$ cat config.mk
export PLATFORM = sky130hd
export DESIGN_NAME = calendar_date
export DESIGN_NICKNAME = d
export VERILOG_FILES = /design/src/rtl/calendar_date.sv
export SDC_FILE = /design/constraint.sdc
export NUM_CORES = 1
export LEC_CHECK = 0
export CORE_ASPECT_RATIO = 0.6
export CORE_MARGIN = 5
export CORE_UTILIZATION = 25
export CTS_BUF_LIST = sky130_fd_sc_hd__clkbuf_4 sky130_fd_sc_hd__clkbuf_8
export CTS_CLUSTER_DIAMETER = 40
export CTS_CLUSTER_SIZE = 8
export DETAILED_ROUTE_END_ITERATION = 8
export GPL_ROUTABILITY_DRIVEN = 0
export PLACE_DENSITY = 0.6
export RECOVER_POWER = 50
export SKIP_LAST_GASP = 1
export SYNTH_ARGS = -nofsm -noshare
export SYNTH_HDL_FRONTEND = slang
export SYNTH_SLANG_ARGS = --single-unit
$ cat constraint.sdc
create_clock -name clk -period 2.7 [get_ports clk]
set_input_delay 0.54 -clock clk [delete_from_list [all_inputs] [get_ports clk]]
set_output_delay 0.54 -clock clk [all_outputs]
set_load 0.03 [all_outputs]
$ cat src/rtl/calendar_date.sv
// Calendar date stage: keeps day/month/year (2000 + offset), advances on the daily tick, accepts checked loads.
// Optional: define CALENDAR_LEAP_YEAR_EN to give February 29 days when year[1:0] == 0.
module calendar_date #(
  parameter int YEAR_MAX = 99
) (
  input  logic        clk,
  input  logic        clear_n,
  input  logic        tick,
  input  logic        load,
  input  logic [4:0]  ld_date,
  input  logic [3:0]  ld_month,
  input  logic [6:0]  ld_year,
  input  logic        enable,
  output logic [4:0]  date,
  output logic [3:0]  month,
  output logic [6:0]  year,
  output logic        day_adv,
  output logic        year_wrap,
  output logic        load_err,
  output logic [15:0] databus
);

  localparam logic [6:0] YEAR_LAST = 7'(YEAR_MAX);

  // February length depends only on the leap flag.
  function automatic logic [4:0] days_in_month(input logic [3:0] m, input logic leap);
    case (m)
      4'd4, 4'd6, 4'd9, 4'd11: days_in_month = 5'd30;
      4'd2:                    days_in_month = leap ? 5'd29 : 5'd28;
      default:                 days_in_month = 5'd31;
    endcase
  endfunction

  logic cur_leap, ld_leap;
`ifdef CALENDAR_LEAP_YEAR_EN
  assign cur_leap = (year[1:0] == 2'b00);
  assign ld_leap  = (ld_year[1:0] == 2'b00);
`else
  assign cur_leap = 1'b0;
  assign ld_leap  = 1'b0;
`endif

  logic [4:0] cur_dim, ld_dim;
  logic       ld_ok;

  assign cur_dim = days_in_month(month, cur_leap);
  assign ld_dim  = days_in_month(ld_month, ld_leap);
  assign ld_ok   = (ld_month >= 4'd1) && (ld_month <= 4'd12) &&
                   (ld_date != 5'd0) && (ld_date <= ld_dim) &&
                   (ld_year <= YEAR_LAST);

  logic [4:0] date_d;
  logic [3:0] month_d;
  logic [6:0] year_d;
  logic       day_adv_d, year_wrap_d, load_err_d;

  always_comb begin
    // NOTE: every output of this block gets a default first, so no path can infer a latch.
    date_d      = date;
    month_d     = month;
    year_d      = year;
    day_adv_d   = 1'b0;
    year_wrap_d = 1'b0;
    load_err_d  = 1'b0;
    if (load) begin
      // A load always wins; a coincident tick is dropped.
      if (ld_ok) begin
        date_d  = ld_date;
        month_d = ld_month;
        year_d  = ld_year;
      end else begin
        load_err_d = 1'b1;
      end
    end else if (tick) begin
      day_adv_d = 1'b1;
      if (date < cur_dim) begin
        date_d = date + 5'd1;
      end else begin
        date_d = 5'd1;
        if (month == 4'd12) begin
          month_d = 4'd1;
          if (year == YEAR_LAST) begin
            year_d      = 7'd0;
            year_wrap_d = 1'b1;
          end else begin
            year_d = year + 7'd1;
          end
        end else begin
          month_d = month + 4'd1;
        end
      end
    end
  end

  // NOTE: state registers use non-blocking assignments so all fields update together on the edge.
  always_ff @(posedge clk or negedge clear_n) begin
    if (!clear_n) begin
      date      <= 5'd1;
      month     <= 4'd1;
      year      <= 7'd0;
      day_adv   <= 1'b0;
      year_wrap <= 1'b0;
      load_err  <= 1'b0;
    end else begin
      date      <= date_d;
      month     <= month_d;
      year      <= year_d;
      day_adv   <= day_adv_d;
      year_wrap <= year_wrap_d;
      load_err  <= load_err_d;
    end
  end

  assign databus = enable ? {year, month, date} : 16'd0;

endmodule

== Word-level counts from Yosys, hierarchy flattened ==
Cells that the tools add are included.
Storage, ports and cells
  register bits: 19
  word-level logic and storage cells: 67
Operators by class
  add/subtract/negate cells: 3
  eq/ne operators: 14
  multiplexer cells: 27
  reductions and logical operators: 12
  order comparisons: 5
Operators with widths (number)
  two-way mux 7 bit: 6
  == test 4 bit, second input constant: 5
  two-way mux 4 bit: 5
  two-way mux 5 bit: 4
  == test 4 x 3 -> 1 bit, second input constant: 4
  two-way mux 16 bit: 1
  two-way mux 1 bit: 9
  == test 4 x 2 -> 1 bit, second input constant: 2
  case mux 2 bit (2 select lines): 2
  OR reduction 4 bit: 2
  adder 7 x 1 -> 7 bit, second input constant: 1
  == test 7 bit, second input constant: 1
  <= comparator 7 bit, second input constant: 1
  adder 5 x 1 -> 5 bit, second input constant: 1
  <= comparator 5 bit: 1
  less-than comparator 5 bit: 1
  nonzero test 5 bit: 1
  adder 4 x 1 -> 4 bit, second input constant: 1
  greater-or-equal comparator 4 x 1 -> 1 bit, second input constant: 1
  <= comparator 4 bit, second input constant: 1
  logical AND 1 bit: 4
  AND reduction 4 bit: 1
  nonzero test 2 bit: 2
  AND reduction 3 bit: 1
  other kinds (3): 3

== Longest topological paths before layout ==
Gate-level depths: netlist of the first run.
  word-level depth: 8
  mapped depth: 11
  mapped depth without buffers: 9

== Worst setup path after synthesis of the first run ==
No wires, ideal clock.
  path type: reg-to-reg
  start: register month[0]
  end: register year[3]
  cell stages (with the launch flop): 10
  library setup time: 65 ps
  path slack: -53 ps
  arrival: 2688 ps
  required time: 2635 ps
  cell sequence: dfstp_2 -> inv_1 -> ha_1 -> nor3b_1 -> ha_1 -> o2111ai_2 -> or4_4 -> or3_1 -> a21oi_1 -> a221o_2
Between the ends
  cells in the longest elaborated chain, start to end: 6
Ends and longest elaborated chain
  start, declared: line 15  | output logic [3:0] month,
  start signal, assigned: line 106  | month <= month_d;
  == test 4 x 3 -> 1 bit / == test 4 bit (equally long branches): line 27  | case (m)
  OR reduction 4 bit: line 27
  case mux 2 bit (2 select lines): line 27
  less-than comparator 5 bit: line 76  | if (date < cur_dim) begin
  inequality test 2 bit (no source line)
  AND reduction 4 bit (no source line) (*)
  end signal, assigned: line 107  | year <= year_d;
  end, declared: line 16  | output logic [6:0] year,
Every way passes the cells marked *; elsewhere a longest branch is shown, timed or not.
A chain may end at the register's enable or synchronous reset.

== Final worst setup path of the first run ==
  start: register month[0]
  end: register year[4]
Same word-level chain as after synthesis.

==> impl_results.md, run 1 <==
* Status: completed
* Ys async rst share at 1.00
* CTS clk-pin slew, worst paths at 70 ps
* P&R area growth vs syn at 50.9%
* Critical path required time at 2890 ps
* Clock root buffer: clkbuf_8
* FP Rows at 21
* First-pass GRT wire length at 7270 um
* EDFF count, synth at 0
* Antenna violations before repair at 0
* CP top delay family: simple AND/OR/NAND/NOR gates
* Worst Tran Pin Value at 1130 ps
* Area of the core at 5650 um^2
* Pwr/cell area at 861 nW/um^2
* Ant diodes at 0
* Register share of total power at 0.269
* Layout cells sized above 1 at 0.223
* Routed vias/inst at 4.84
* Commonest non-fill, non-tap cell in the layout: buf_4
* Die Y at 69.6 um
* DRT antenna net count at 0
* Initial Utilization at 0.262
* Total CTS buffers at 3
* Critical path peak fanout at 5
* Reg area at 478 um^2
* Internal Power at 0.00103 W
* CP max-delay cell: or4_4
* Comb pwr share at 0.624
* Worst Clk Skew at 4.84 ps
* Tmin final at 2610 ps
* Crit path kind: reg2reg
* Final worst slack at 93.1 ps
* Endpoints failing setup at 0
* Clk sink count at 19
* Worst setup SP type: flip-flop
* Cells along the critical path: inv_2 > ha_2 > nor3b_1 > ha_1 > o2111ai_2 > or4_4 > or3_1 > a21oi_1 > a221o_1
* 1st-iter DRT viols at 59
* Post-CTS Setup Repair Bufs at 0
* Routed wire length at 4580 um
* Synth Area per Inst at 8.92 um^2
* Lkg Pwr at 0.980 nW
* Main synth FF type: dfrtp_1
* Htree depth at 1
* Flops & latches, synth at 19
* Register area share after synthesis at 0.323
* Top cell type by total area after synthesis: dfrtp_1
* Critical Path AT at 2800 ps
* Synth area leaders: dfrtp_1 29%, ha_1 7.6%, and2_1 6.3%, mux2_2 3.8%, a21oi_1 3.7%
* Placed Cells at 314
* Tot GR Track Use at 0.119
* WP buf/inv at 1
* Sw power at 0.000898 W
* Io pins at 56
* GRT Residual Overflow at 0
* Mapped cell area at 1480 um^2
* Final Hold Viols at 0
* Hold Slack at 603 ps
* Pre-CTS setup slack at -158 ps
* Post-Layout Cell Count at 318
* Most frequent cells in the layout: 33 x buf_4, 23 x clkdlybuf4s50_1, 17 x dfrtp_1
* Via count at 1,540
* Max incr delay on CP at 600 ps
* Detailed Routing Iterations Pass 1 at 4
* DR WL/cell at 14.4 um
* Final Max Slew Viols at 0
* Largest net degree at the start of global routing at 22
* Crit share post-route at 0.966
* Sw frac at 0.467
* Post-Synthesis Net Count at 196
* Clk_lat worst skew at 250 ps
* Syn. warnings at 0
* Max cap viols at 0
* Area of the multi-input gates at 911 um^2
* Total power at 0.00192 W
* Filler cells at 565
* Peak VDD IR at 0.441 mV
* CP endpoint kind: flip-flop
* CTS tree: yes
* DP Wirelength at 3710 um
* Worst hold path class: reg2reg
* RSZ-0062 raised after global routing: no
* Post-route DRC at 0
* Share of the synthesized area in the top cell type at 0.287
* Nets@finish at 269
* CTS max path bufs at 2
* Max_slew headroom at 0.246
* Die area at 7610 um^2
* Max frequency at 384 MHz
* Die X at 109 um
* Port-buffer cells at 55
* Number of global-route vias before repair at 1,399
* Cells after Synth at 166
* Synth unique cells at 47
* Clock share of power at 0.107
## cell usage after synthesis, types with 3 or more instances
master,instances
a21oi_1,11
a221o_1,3
a31oi_1,3
and2_1,15
and3_1,3
dfrtp_1,17
ha_1,9
inv_1,8
mux2_2,5
nand2_1,12
nand3_1,11
nor2_1,13
nor3_1,3
o221ai_1,6
## final timing paths
path / cells past startpoint / to / slack, ps / startpoint
setup / recovery: 9 / year[4] / 90 / month[0]
hold / removal: 1 / year[1] / 600 / year[1]
setup reg to reg: 9 / year[4] / 90 / month[0]
hold reg to reg: 1 / year[1] / 600 / year[1]
max in group asynchronous: 2 / month[1] / 1000 / clear_n
min in group asynchronous: 2 / date[3] / 1020 / clear_n
## registers in the layout (all words and copies together), names as in the netlist
| signal | count |
|---|---|
| month | 4 |
| day_adv | 1 |
| year | 7 |
| year_wrap | 1 |
| load_err | 1 |
| date | 5 |
## per-stage QoR
stage | TNS [ps] | util | cell area, um^2
floorplan | -4.47 | - | 1480
detailed placement | -1260 | 0.388 | 2190
global placement | -763 | 0.388 | 2190
global route | 0 | 0.395 | 2230
CTS | 0 | 0.397 | 2240
finish | 0 | 0.395 | 2230
## cells by family after synthesis
family                     Yosys count  synth area share
AOI/OAI and AO/OA                   39             0.202
adders and majority gates            9            0.0761
buffers and inverters               15            0.0634
DFF                                 19             0.323
muxes                                7            0.0516
and+or+nand+nor                     77             0.284
## cell type report
type,instances,share of cell area
inverters,8,0.0134
multi-input cells,132,0.408
well taps,80,0.0448
flip-flops and latches,19,0.214
repair buffers,75,0.298
clock buffers,4,0.0218
## routing by layer
layer	vias up	track usage	wire length, um
li1	771	-	-
met2	55	0.161	1730
met1	712	0.186	2460
met4	0	0.00830	10
met5	-	0	0
met3	2	0.0409	380
## power groups by stage
stage          sequential [W]  combinational [W]  clock (W)
2_1_floorplan        0.000713           0.000530          0
3_3_place_gp         0.000526            0.00123          0
3_5_place_dp         0.000524            0.00123          0
4_1_cts              0.000519            0.00124   0.000213
5_1_grt              0.000539            0.00130   0.000229
6_report             0.000517            0.00120   0.000206
## what timing repair did
| item | CTS | global route |
|---|---|---|
| resized for setup | 0 | 1 |
| hold buffers | 0 | 0 |
| endpoints found under the setup margin | 0 | 2 |
(Power assumes the default switching activity.)
==> inputs of run 2 (changes only) <==
--- a/config.mk
+++ b/config.mk
@@ -5,7 +5,6 @@
 export SDC_FILE = /design/constraint.sdc
 export NUM_CORES = 1
 export LEC_CHECK = 0
-export CORE_ASPECT_RATIO = 0.6
 export CORE_MARGIN = 5
 export CORE_UTILIZATION = 25
 export CTS_BUF_LIST = sky130_fd_sc_hd__clkbuf_4 sky130_fd_sc_hd__clkbuf_8
==> impl_results.md, run 2 (synthesis results as in run 1) <==
* Max incr delay on CP at 570 ps
* Die X at 86.9 um
* Total CTS buffers at 3
* Die Y at 86.9 um
* RSZ-0062 raised after global routing: yes
* Post-route DRC at 0
* Peak VDD IR at 0.283 mV
* Top reg by flops: year
* Number of global-route vias before repair at 1,554
* Biggest regs: year: 7 flops, date: 5 flops, month: 4 flops
* CP top delay family: simple AND/OR/NAND/NOR gates
* Die area at 7560 um^2
* Pwr/cell area at 848 nW/um^2
* CTS clk-pin slew, worst paths at 80 ps
* GRT Residual Overflow at 0
* Crit path kind: reg2reg
* Worst R2R Setup Slack at 110 ps
* CTS max path bufs at 2
* Initial Utilization at 0.253
* Max frequency at 385 MHz
* Max cap viols at 0
* CP endpoint kind: flip-flop
* DRT antenna net count at 0
* Post-CTS Hold Buffers at 0
* Lkg Pwr at 0.990 nW
* Tot GR Track Use at 0.127
* CTS tree: yes
* Worst setup SP type: flip-flop
* Crit share post-route at 0.961
* CP max-delay cell: or4_4
* Io pins at 56
* Routed wire length at 4620 um
* Via count at 1,580
* Commonest non-fill, non-tap cell in the layout: buf_4
* P&R area growth vs syn at 51.5%
* Most frequent cells in the layout: 37 x buf_4, 23 x clkdlybuf4s50_1, 17 x dfrtp_1
* Final Max Slew Viols at 0
* Nets@finish at 272
* Layout cells sized above 1 at 0.245
* Tmin final at 2590 ps
* Worst Clk Skew at 7.24 ps
* Largest register FFs at 7
* Htree depth at 1
* WP buf/inv at 1
* Max_slew headroom at 0.243
* DP Wirelength at 3670 um
* Final Hold Viols at 0
* Reg area at 478 um^2
* Post-layout util at 0.383
* Worst hold path class: reg2reg
* First-pass GRT wire length at 7670 um
* Clk sink count at 19
* Total power at 0.00190 W
* Filler cells at 591
* Detailed Routing Iterations Pass 1 at 4
* Worst Tran Pin Value at 1140 ps
* Critical path required time at 2900 ps
* Area of the core at 5850 um^2
* FP Rows at 28
* Port-buffer cells at 55
* Largest net degree at the start of global routing at 22
* Clock root buffer: clkbuf_8
* 1st-iter DRT viols at 59
* Critical path peak fanout at 3
* Cells along the critical path: inv_2 > ha_2 > nor3b_1 > ha_1 > o2111ai_2 > or4_4 > or3_1 > a21oi_1 > a221o_1
* Area of the multi-input gates at 918 um^2
* Ant diodes at 0
* Routed vias/inst at 5.00
* Antenna violations before repair at 0
* Endpoints failing setup at 0
* Status: completed
* DR WL/cell at 14.6 um
* Clk_lat worst skew at 260 ps
* Critical Path AT at 2800 ps
-- run 2: cell count changes in the layout (fill, tap and decap cells not counted), sizes merged --
cell	before	now
buf	34	37
clkbuf	6	5
clkinv	0	1
-- run 2: final cells by class --
class,count,area share
Tap cell,75,0.0419
Clock buffer,3,0.0184
Sequential cell,19,0.213
Clock inverter,1,0.00223
Timing Repair Buffer,78,0.301
Inverter,8,0.0134
Multi-Input combinational cell,132,0.410
-- run 2: stage by stage --
step / hold slack, ps / cell area (um^2) / cells / setup TNS [ps] / setup slack [ps]
6_report: 616 / 2240 / 316 / 0 / 105
5_1_grt: 647 / 2240 / 316 / 0 / 0.266
4_1_cts: 624 / 2240 / 316 / 0 / 68.5
3_5_place_dp: 600 / 2200 / 312 / -899 / -108
3_3_place_gp: 587 / 2200 / 312 / -522 / -86.8
2_1_floorplan: 244 / 1480 / 166 / -4.47 / -4.47
-- run 2: worst paths after layout --
path | start | endpoint | cells after the start
setup / recovery | month[0] | year[4] | 9
hold / removal | year[1] | year[1] | 1
setup reg to reg | month[0] | year[4] | 9
hold reg to reg | year[1] | year[1] | 1
max in group asynchronous | clear_n | month[3] | 2
min in group asynchronous | clear_n | year_wrap | 2
-- run 2: where the power goes --
part           leakage (nW)  switching, W  internal [W]
clock network        0.0255      0.000104      0.000103
logic                 0.747      0.000659      0.000506
registers             0.218      0.000140      0.000388
total                 0.990      0.000903      0.000997
-- run 2: worst register-to-register path: stages, from the launching register on --
cell and delay (ps):
dfstp_2 540, inv_2 50, ha_2 190, nor3b_1 150, ha_1 290, o2111ai_2 160
or4_4 570, or3_1 320, a21oi_1 160, a221o_1 120
-- run 2: what timing repair did --
item                       CTS  global route
setup endpoints to repair    0             5
resized for setup            0             3
setup buffers                0             0
-- run 2: per-layer routing --
metal / vias up / track usage / part of all wire
met5: - / 0 / 0
met4: 0 / 0.0397 / 0.011
met3: 5 / 0.0274 / 0.084
met2: 66 / 0.209 / 0.48
met1: 737 / 0.164 / 0.43
li1: 772 / - / -
==> inputs of run 3 (changes only) <==
--- a/config.mk
+++ b/config.mk
@@ -13,7 +13,7 @@
 export DETAILED_ROUTE_END_ITERATION = 8
 export GPL_ROUTABILITY_DRIVEN = 0
 export PLACE_DENSITY = 0.6
-export RECOVER_POWER = 50
+export RECOVER_POWER = 25
 export SKIP_LAST_GASP = 1
 export SYNTH_ARGS = -nofsm -noshare
 export SYNTH_HDL_FRONTEND = slang
==> impl_results.md, run 3 (synthesis results as in run 1) <==
* Post-Layout Cell Count at 316
* Hold Slack at 622 ps
* Htree depth at 1
* Biggest regs: year: 7 flops, date: 5 flops, month: 4 flops
* Post-CTS Setup Repair Bufs at 0
* Total CTS buffers at 3
* Met3 Resource Use GR at 0.0274
* GR peak layer: met2
* DR WL/cell at 14.6 um
* Nets@finish at 272
* M1 GR Usage at 0.164
* Routed wire length at 4630 um
* Largest net degree at the start of global routing at 22
* Worst R2R Setup Slack at 100 ps
* CTS max path bufs at 2
* Critical path peak fanout at 3
* GRT Residual Overflow at 0
* Lkg Pwr at 0.990 nW
* Critical path required time at 2900 ps
* Tmin final at 2600 ps
* Worst setup SP type: flip-flop
* P&R area growth vs syn at 51.7%
* Finished Cell Area at 2250 um^2
* Grt met2 use at 0.209
* Tot GR Track Use at 0.127
* Pre-CTS setup slack at -108 ps
* Placed inst area at 2200 um^2
* Ant diodes at 0
* Status: completed
* Critical Path AT at 2800 ps
* Via count at 1,573
* Final Hold Viols at 0
* Detailed Routing Iterations Pass 1 at 4
* DP Wirelength at 3670 um
* CTS clk-pin slew, worst paths at 80 ps
* Final worst slack at 98.0 ps
* Endpoints failing setup at 0
* Io pins at 56
* Die area at 7560 um^2
* Most frequent cells in the layout: 38 x clkdlybuf4s50_1, 38 x buf_4, 17 x dfrtp_1
* FP Rows at 28
* Crit path kind: reg2reg
* Clk_lat worst skew at 260 ps
* Cells along the critical path: inv_2 > ha_2 > nor3b_1 > ha_1 > o2111ai_2 > or4_4 > or3_1 > a21oi_1 > a221o_1
* Worst Clk Skew at 4.88 ps
* 1st-iter DRT viols at 58
* Post-route DRC at 0
* Layout cells sized above 1 at 0.249
* Final Max Slew Viols at 0
* First-pass GRT wire length at 7670 um
* Max frequency at 384 MHz
* CTS tree: yes
* RSZ-0062 raised after global routing: yes
* Port-buffer cells at 55
* Max_slew headroom at 0.247
* CP endpoint kind: flip-flop
* Largest register FFs at 7
* Pwr/cell area at 860 nW/um^2
* Area of the core at 5850 um^2
* CP top delay family: simple AND/OR/NAND/NOR gates
* Peak VDD IR at 0.296 mV
* Clk sink count at 19
* Worst hold path class: reg2reg
* Die X at 86.9 um
* Top reg by flops: year
* Clock root buffer: clkbuf_8
* Post-CTS Hold Buffers at 0
* CP max-delay cell: or4_4
* Crit share post-route at 0.964
* Max cap viols at 0
* Placed Cells at 312
* DRT antenna net count at 0
* Number of global-route vias before repair at 1,554
* Max incr delay on CP at 570 ps
* Routed vias/inst at 4.98
* Die Y at 86.9 um
* Antenna violations before repair at 0
* Worst Tran Pin Value at 1130 ps
* Initial Utilization at 0.253
* WP buf/inv at 1
* Total power at 0.00193 W
## run 3: changes by cell type in the layout (fill, tap and decap cells not counted)
cell,change
dlygate4sd3_1,-15
clkdlybuf4s50_1,+15
clkbuf_1,-1
buf_4,+1
## run 3: worst paths after layout
path                               start         to  cells after the start
worst min-delay path             year[1]    year[1]                      1
worst max register to register  month[0]    year[4]                      9
worst min register to register   year[1]    year[1]                      1
max in group asynchronous        clear_n   month[1]                      2
worst max-delay path            month[0]    year[4]                      9
min in group asynchronous        clear_n  year_wrap                      2
## run 3: final cells by class
class                   instances  area, um^2
flip-flops and latches         19         478
repair buffers                 78         679
clock buffers                   3        41.3
inverters                       8        30.0
clock inverters                 1        5.00
multi-input cells             132         918
well taps                      75        93.8
fillers                       589        3600
## run 3: per-layer routing
layer	vias to the layer above	share of wire
li1	771	-
met4	0	0.011
met2	52	0.47
met1	745	0.44
met5	-	0
met3	5	0.073
## run 3: timing repair
| action | CTS | global route |
|---|---|---|
| hold endpoints to repair | 0 | 0 |
| endpoints found under the setup margin | 0 | 5 |
| gates resized for setup | 0 | 3 |
## run 3: through the flow
step	util	TNS, ps
after floorplan	-	-4.47
after global routing	0.384	0
final	0.384	0
after global placement	0.375	-522
after CTS	0.383	0
after detailed placement	0.375	-899
## run 3: report_power, final
part	switching (W)	total [W]	internal, W
sequential	0.000143	0.000531	0.000388
combinational	0.000660	0.00119	0.000533
clock	0.000105	0.000208	0.000103
